==> config.mk <==
export PLATFORM = sky130hd
export DESIGN_NAME = pmem_sched_flat
export DESIGN_NICKNAME = d
export VERILOG_FILES = /design/src/rtl/lc3b_types.sv /design/src/rtl/pmem_sched_if.sv /design/src/rtl/pmem_sched_sat_counter.sv /design/src/rtl/pmem_sched.sv /design/src/flat_wrapper.sv
export SDC_FILE = /design/constraint.sdc
export NUM_CORES = 1
export LEC_CHECK = 0
export ABC_AREA = 1
export CAP_MARGIN = 30
export CORE_AREA = 2 2 122 124
export CTS_CLUSTER_DIAMETER = 100
export DETAILED_ROUTE_END_ITERATION = 10
export DIE_AREA = 0 0 124 126
export DONT_BUFFER_PORTS = 1
export SLEW_MARGIN = 40
export SYNTH_ARGS = -nofsm -noshare
export SYNTH_HDL_FRONTEND = slang
export SYNTH_SLANG_ARGS = --single-unit
==> constraint.sdc <==
create_clock -name clk -period 1.9 [get_ports clk]
set_clock_uncertainty 0.2 [all_clocks]
set_input_delay 0.475 -clock clk [delete_from_list [all_inputs] [get_ports clk]]
set_output_delay 0.475 -clock clk [all_outputs]
set_load 0.05 [all_outputs]
==> src/rtl/lc3b_types.sv <==
// Shared LC-3b datapath types plus the pmem scheduler state encoding.
package lc3b_types;

  typedef logic [15:0]  lc3b_word;
  typedef logic [127:0] lc3b_c_block;

  typedef enum logic [1:0] {
    IDLE  = 2'b00,
    GNT_I = 2'b01,
    GNT_D = 2'b10
  } lc3b_pmem_sched_state;

endpackage

==> src/rtl/pmem_sched_if.sv <==
// Cache-side and memory-side pmem signals seen by the scheduler.
interface pmem_sched_if;
  import lc3b_types::*;

  logic        icache_pmem_read;
  lc3b_word    icache_pmem_address;
  logic        icache_pmem_resp;
  logic        dcache_pmem_read;
  logic        dcache_pmem_write;
  lc3b_word    dcache_pmem_address;
  lc3b_c_block dcache_pmem_wdata;
  logic        dcache_pmem_resp;
  logic        pmem_resp;
  logic        pmem_read;
  logic        pmem_write;
  lc3b_word    pmem_address;
  lc3b_c_block pmem_wdata;
  logic        ld_regs;

  // Scheduler side.
  modport master (
    input  icache_pmem_read, icache_pmem_address,
    input  dcache_pmem_read, dcache_pmem_write, dcache_pmem_address, dcache_pmem_wdata,
    input  pmem_resp,
    output icache_pmem_resp, dcache_pmem_resp,
    output pmem_read, pmem_write, pmem_address, pmem_wdata,
    output ld_regs
  );

  // Caches and memory side.
  modport slave (
    output icache_pmem_read, icache_pmem_address,
    output dcache_pmem_read, dcache_pmem_write, dcache_pmem_address, dcache_pmem_wdata,
    output pmem_resp,
    input  icache_pmem_resp, dcache_pmem_resp,
    input  pmem_read, pmem_write, pmem_address, pmem_wdata,
    input  ld_regs
  );

endinterface

==> src/rtl/pmem_sched_sat_counter.sv <==
// Saturating up-counter with synchronous clear (clear wins over increment).
module sat_counter #(
  parameter int unsigned WIDTH = 3,
  parameter int unsigned LIMIT = 4
) (
  input  logic             clk,
  input  logic             rst_n,
  input  logic             inc_i,
  input  logic             clr_i,
  output logic [WIDTH-1:0] cnt_o
);

  logic [WIDTH-1:0] cnt_q, cnt_d;

  always_comb begin
    cnt_d = cnt_q;
    if (clr_i)
      cnt_d = '0;
    else if (inc_i && (cnt_q != WIDTH'(LIMIT)))
      cnt_d = cnt_q + 1'b1;
  end

  always_ff @(posedge clk or negedge rst_n) begin
    if (!rst_n) cnt_q <= '0;
    else        cnt_q <= cnt_d;
  end

  assign cnt_o = cnt_q;

endmodule

==> src/rtl/pmem_sched.sv <==
// Shares the pmem port between icache and dcache: dcache-first arbitration
// with bounded icache starvation; ld_regs freezes the pipeline meanwhile.
module pmem_sched
  import lc3b_types::*;
#(
  parameter int unsigned STARVE_LIMIT = 4
) (
  input logic          clk,
  input logic          rst_n,
  pmem_sched_if.master bus
);

  localparam int unsigned CW = $clog2(STARVE_LIMIT + 1);

  lc3b_pmem_sched_state state_q, state_d;
  logic [CW-1:0]        starve_cnt;
  logic                 i_req, d_req;
  logic                 starve_inc, starve_clr;

  assign i_req = bus.icache_pmem_read;
  assign d_req = bus.dcache_pmem_read | bus.dcache_pmem_write;

  always_comb begin
    state_d    = state_q;
    starve_inc = 1'b0;
    starve_clr = 1'b0;
    unique case (state_q)
      IDLE: begin
        if (d_req && i_req) begin
          if (starve_cnt == CW'(STARVE_LIMIT)) begin
            state_d    = GNT_I;
            starve_clr = 1'b1;
          end else begin
            state_d    = GNT_D;
            starve_inc = 1'b1;
          end
        end else if (d_req) begin
          state_d = GNT_D;
        end else if (i_req) begin
          state_d    = GNT_I;
          starve_clr = 1'b1;
        end
      end
      GNT_I:   if (bus.pmem_resp) state_d = IDLE;
      GNT_D:   if (bus.pmem_resp) state_d = IDLE;
      default: state_d = IDLE;
    endcase
  end

  always_ff @(posedge clk or negedge rst_n) begin
    if (!rst_n) state_q <= IDLE;
    else        state_q <= state_d;
  end

  sat_counter #(
    .WIDTH (CW),
    .LIMIT (STARVE_LIMIT)
  ) u_starve (
    .clk   (clk),
    .rst_n (rst_n),
    .inc_i (starve_inc),
    .clr_i (starve_clr),
    .cnt_o (starve_cnt)
  );

  // Outputs decode from the registered state only, so reset clears them at once.
  always_comb begin
    bus.pmem_read        = 1'b0;
    bus.pmem_write       = 1'b0;
    bus.pmem_address     = '0;
    bus.pmem_wdata       = '0;
    bus.icache_pmem_resp = 1'b0;
    bus.dcache_pmem_resp = 1'b0;
    unique case (state_q)
      GNT_I: begin
        bus.pmem_read        = bus.icache_pmem_read;
        bus.pmem_address     = bus.icache_pmem_address;
        bus.icache_pmem_resp = bus.pmem_resp;
      end
      GNT_D: begin
        bus.pmem_write       = bus.dcache_pmem_write;
        bus.pmem_read        = bus.dcache_pmem_read & ~bus.dcache_pmem_write;
        bus.pmem_address     = bus.dcache_pmem_address;
        bus.pmem_wdata       = bus.dcache_pmem_wdata;
        bus.dcache_pmem_resp = bus.pmem_resp;
      end
      default: ;
    endcase
  end

  assign bus.ld_regs = (state_q == IDLE) && !(i_req || d_req);

  a_dcache_rw_excl: assert property (@(posedge clk) disable iff (!rst_n)
    !((state_q == GNT_D) && bus.dcache_pmem_read && bus.dcache_pmem_write));

endmodule

==> src/flat_wrapper.sv <==
// flat-port wrapper written by rule: the top's interface ports become plain ports
module pmem_sched_flat import lc3b_types::*;
#(
  parameter int unsigned STARVE_LIMIT = 4
)
  (clk, rst_n, bus_icache_pmem_read, bus_icache_pmem_address, bus_dcache_pmem_read, bus_dcache_pmem_write, bus_dcache_pmem_address, bus_dcache_pmem_wdata, bus_pmem_resp, bus_icache_pmem_resp, bus_dcache_pmem_resp, bus_pmem_read, bus_pmem_write, bus_pmem_address, bus_pmem_wdata, bus_ld_regs);
  pmem_sched_if bus_i ();
  input logic clk;
  input logic rst_n;
  input wire logic [$bits(bus_i.icache_pmem_read)-1:0] bus_icache_pmem_read;
  input wire logic [$bits(bus_i.icache_pmem_address)-1:0] bus_icache_pmem_address;
  input wire logic [$bits(bus_i.dcache_pmem_read)-1:0] bus_dcache_pmem_read;
  input wire logic [$bits(bus_i.dcache_pmem_write)-1:0] bus_dcache_pmem_write;
  input wire logic [$bits(bus_i.dcache_pmem_address)-1:0] bus_dcache_pmem_address;
  input wire logic [$bits(bus_i.dcache_pmem_wdata)-1:0] bus_dcache_pmem_wdata;
  input wire logic [$bits(bus_i.pmem_resp)-1:0] bus_pmem_resp;
  output wire logic [$bits(bus_i.icache_pmem_resp)-1:0] bus_icache_pmem_resp;
  output wire logic [$bits(bus_i.dcache_pmem_resp)-1:0] bus_dcache_pmem_resp;
  output wire logic [$bits(bus_i.pmem_read)-1:0] bus_pmem_read;
  output wire logic [$bits(bus_i.pmem_write)-1:0] bus_pmem_write;
  output wire logic [$bits(bus_i.pmem_address)-1:0] bus_pmem_address;
  output wire logic [$bits(bus_i.pmem_wdata)-1:0] bus_pmem_wdata;
  output wire logic [$bits(bus_i.ld_regs)-1:0] bus_ld_regs;
  assign bus_i.icache_pmem_read = bus_icache_pmem_read;
  assign bus_i.icache_pmem_address = bus_icache_pmem_address;
  assign bus_i.dcache_pmem_read = bus_dcache_pmem_read;
  assign bus_i.dcache_pmem_write = bus_dcache_pmem_write;
  assign bus_i.dcache_pmem_address = bus_dcache_pmem_address;
  assign bus_i.dcache_pmem_wdata = bus_dcache_pmem_wdata;
  assign bus_i.pmem_resp = bus_pmem_resp;
  assign bus_icache_pmem_resp = bus_i.icache_pmem_resp;
  assign bus_dcache_pmem_resp = bus_i.dcache_pmem_resp;
  assign bus_pmem_read = bus_i.pmem_read;
  assign bus_pmem_write = bus_i.pmem_write;
  assign bus_pmem_address = bus_i.pmem_address;
  assign bus_pmem_wdata = bus_i.pmem_wdata;
  assign bus_ld_regs = bus_i.ld_regs;
  pmem_sched #(.STARVE_LIMIT(STARVE_LIMIT)) u_core (.clk(clk), .rst_n(rst_n), .bus(bus_i));
endmodule
==> results.json <==
{
  "antenna_found_initial": 0,
  "max_freq_mhz": 446,
  "start_util_pct": 11.9,
  "coreArea_mm2": 0.0143,
  "overflow": 0,
  "swShare_pct": 67.3,
  "clk_pin_slew_ns": 0.03,
  "hp-class": "primary input to register",
  "htreeDepth": 1,
  "fin_crit_ns": 2.24,
  "insertion_delay_ns": 0.23,
  "yosysWarnings": 0,
  "end_kind": "output port",
  "synth_area_per_cell_um2": 4.42,
  "cp.buffers_inverters": 3,
  "start_kind": "register",
  "drt_iter0_drc": 34,
  "ioPinCount": 315,
  "outcome": "complete, but fails checks",
  "place_ws_ns": -0.112,
  "cts_tree": "done",
  "leakage_uw": 0.00143,
  "crit_family": "buffers and inverters",
  "wire_per_inst_um": 16.5,
  "ys_seq_area_share_pct": 7.35,
  "maxSlewViolCount": 0,
  "slowest_delay_ns": 0.42,
  "layout-drive-gt1-share_pct": 84.0,
  "via_count": 2385,
  "routed_wl_um": 10200,
  "crit_path_max_fanout": 15,
  "syn_area_mm2": 0.00170,
  "die_area_mm2": 0.0156,
  "vias_per_cell": 3.88,
  "placedCellCount": 589,
  "syn_inst": 385,
  "setup_violations": 149,
  "clock-sinks": 5,
  "fillers": 1497,
  "path_cells": "ha_4, buf_12, clkbuf_16, nand2_2, clkinvlp_4",
  "post_synth_num_cell_types": 13,
  "p_seq_share_pct": 2.0,
  "critPathSlowestCell": "dfrtp_1",
  "dieWidth_um": 124,
  "area_delta_synth_final_pct": 150,
  "ys_ff_latch": 5,
  "cts_max_path_buffers": 2,
  "rsz0062_at_grt": "true",
  "critPathArrivalTime_ns": 1.57,
  "place_congestion": 0.774,
  "cts_root_buffer": "clkbuf_16",
  "grt_pass1_wl_um": 12500,
  "synth_nets": 556,
  "drc": 0,
  "slew_headroom_pct": 80.3,
  "worst_pin_slew_ns": 0.295,
  "synth_area_leaders": "nand2_1 (40%), inv_1 (32%), dfrtp_1 (7.3%)",
  "dpl.hpwl_um": 7450,
  "power.density_mw_per_mm2": 2360,
  "violations": "negative setup slack",
  "critical_path_class": "register to output port",
  "final_cells": 615,
  "rows": 44,
  "detail_route.first_pass.iterations": 4,
  "ir_worst_vdd_uv": 1080,
  "grt_pass1_vias": 2188,
  "netlist.area_leader.share_pct": 39.7,
  "grt.total_usage_pct": 10.4,
  "numCtsBuffers": 3,
  "power_frac_comb_pct": 94.6,
  "worst_ep_required_time_ns": 1.22,
  "fin_crit_sh_pct": 118,
  "antenna_left": 0,
  "setup_slack_ns": -0.341,
  "final_nets": 603,
  "die-height_um": 126,
  "hold_violations": 0,
  "grt_max_degree": 60,
  "io_buffers": 0,
  "layout_common_cells": "clkinvlp_4 (130), nand2_2 (85), nand2_4 (56), nand2_1 (39), buf_12 (28)",
  "insertedDiodeCount": 0,
  "final_common_cell": "clkinvlp_4",
  "synth_top_area_cell": "nand2_1",
  "clkPwrFrac_pct": 3.5,
  "maxCapViolCount": 0,
  "switchingPower_uw": 6770,
  "intPower_uw": 3290
}
final timing paths:
check	from	endpoint	slack (ns)	cells after the start
worst max-delay path	u_core.state_q[1]	bus_pmem_wdata[46]	-0.34	5
worst min-delay path	bus_icache_pmem_read	u_core.state_q[0]	0.29	4
worst max register to register	u_core.state_q[0]	u_core.state_q[0]	0.17	12
worst min register to register	u_core.u_starve.cnt_o[1]	u_core.u_starve.cnt_o[1]	0.40	2
max in group asynchronous	rst_n	u_core.u_starve.cnt_o[0]	0.96	1
min in group asynchronous	rst_n	u_core.u_starve.cnt_o[2]	0.34	1
cells by family (layout without fill, tap and decap cells):
family	after synthesis	after routing	synth area share [%]
buf+inv	164	210	40.3
simple gates	190	190	42.5
flops	5	5	7.35
compound gates	21	21	6.17
fa+ha+maj	5	5	3.67
tightest hold or removal path: stages:
cell and delay (ns):
inv_1 0.03, nand2_1 0.04, nand4_1 0.08, nand2_1 0.05
registers in the layout, summed over array words and instances (netlist names):
name and cells:
u_core.state_q 2, u_core.u_starve.cnt_o 3
cell type report:
class                           instances  area [µm²]  area share (%)
Clock buffer                            4        78.8            1.85
Timing Repair Buffer                   61        1030            24.1
Multi-Input combinational cell        216        1760            41.3
Sequential cell                         5         125            2.94
Inverter                              145        1040            24.4
Tap cell                              184         230            5.40
Yosys cell counts, drive strengths merged:
cell type / instances
a21oi: 19
nand2: 180
nand4: 3
dfrtp: 5
buf: 19
nor2: 4
o21ai: 2
ha: 5
nand3: 3
inv: 145
metal layers:
| metal | wire length [µm] | global-route usage, % | share of wire, % |
|---|---|---|---|
| met1 | 3660 | 11.8 | 36 |
| met2 | 5520 | 20.1 | 54 |
| met5 | 0 | 0 | 0 |
| met3 | 980 | 2.76 | 9.6 |
| met4 | 10 | 0.463 | 0.098 |
metrics by stage:
stage                     area (µm²)  hold WS, ns  total power [µW]  TNS (ns)  utilization, %
after CTS                       3610        0.280              8920    -42.01            25.2
after global placement          3190      -0.0205              7860     -3.86            22.3
final                           4260        0.287             10100    -42.18            29.8
after floorplan                 2470      -0.0206              6620     -4.34               -
after detailed placement        3190      -0.0204              7890     -5.98            22.3
after global routing            4260        0.301             10500    -49.20            29.8
power by group through the flow:
| stage | sequential [µW] | combinational, µW | clock, µW |
|---|---|---|---|
| 2_1_floorplan | 188 | 6430 | 0 |
| 3_3_place_gp | 196 | 7670 | 0 |
| 3_5_place_dp | 197 | 7690 | 0 |
| 4_1_cts | 197 | 8360 | 355 |
| 5_1_grt | 206 | 9930 | 359 |
| 6_report | 199 | 9510 | 349 |
timing repair:
action / in CTS / in global routing
resized for setup: 78 / 123
endpoints found under the setup margin: 149 / 149
gates cloned: 3 / 8
buffers inserted: 2 / 8
pin swaps: 0 / 16
hold endpoints to repair: 5 / 0
hold buffers: 1 / 0
Power figures use the tool's default switching activity.
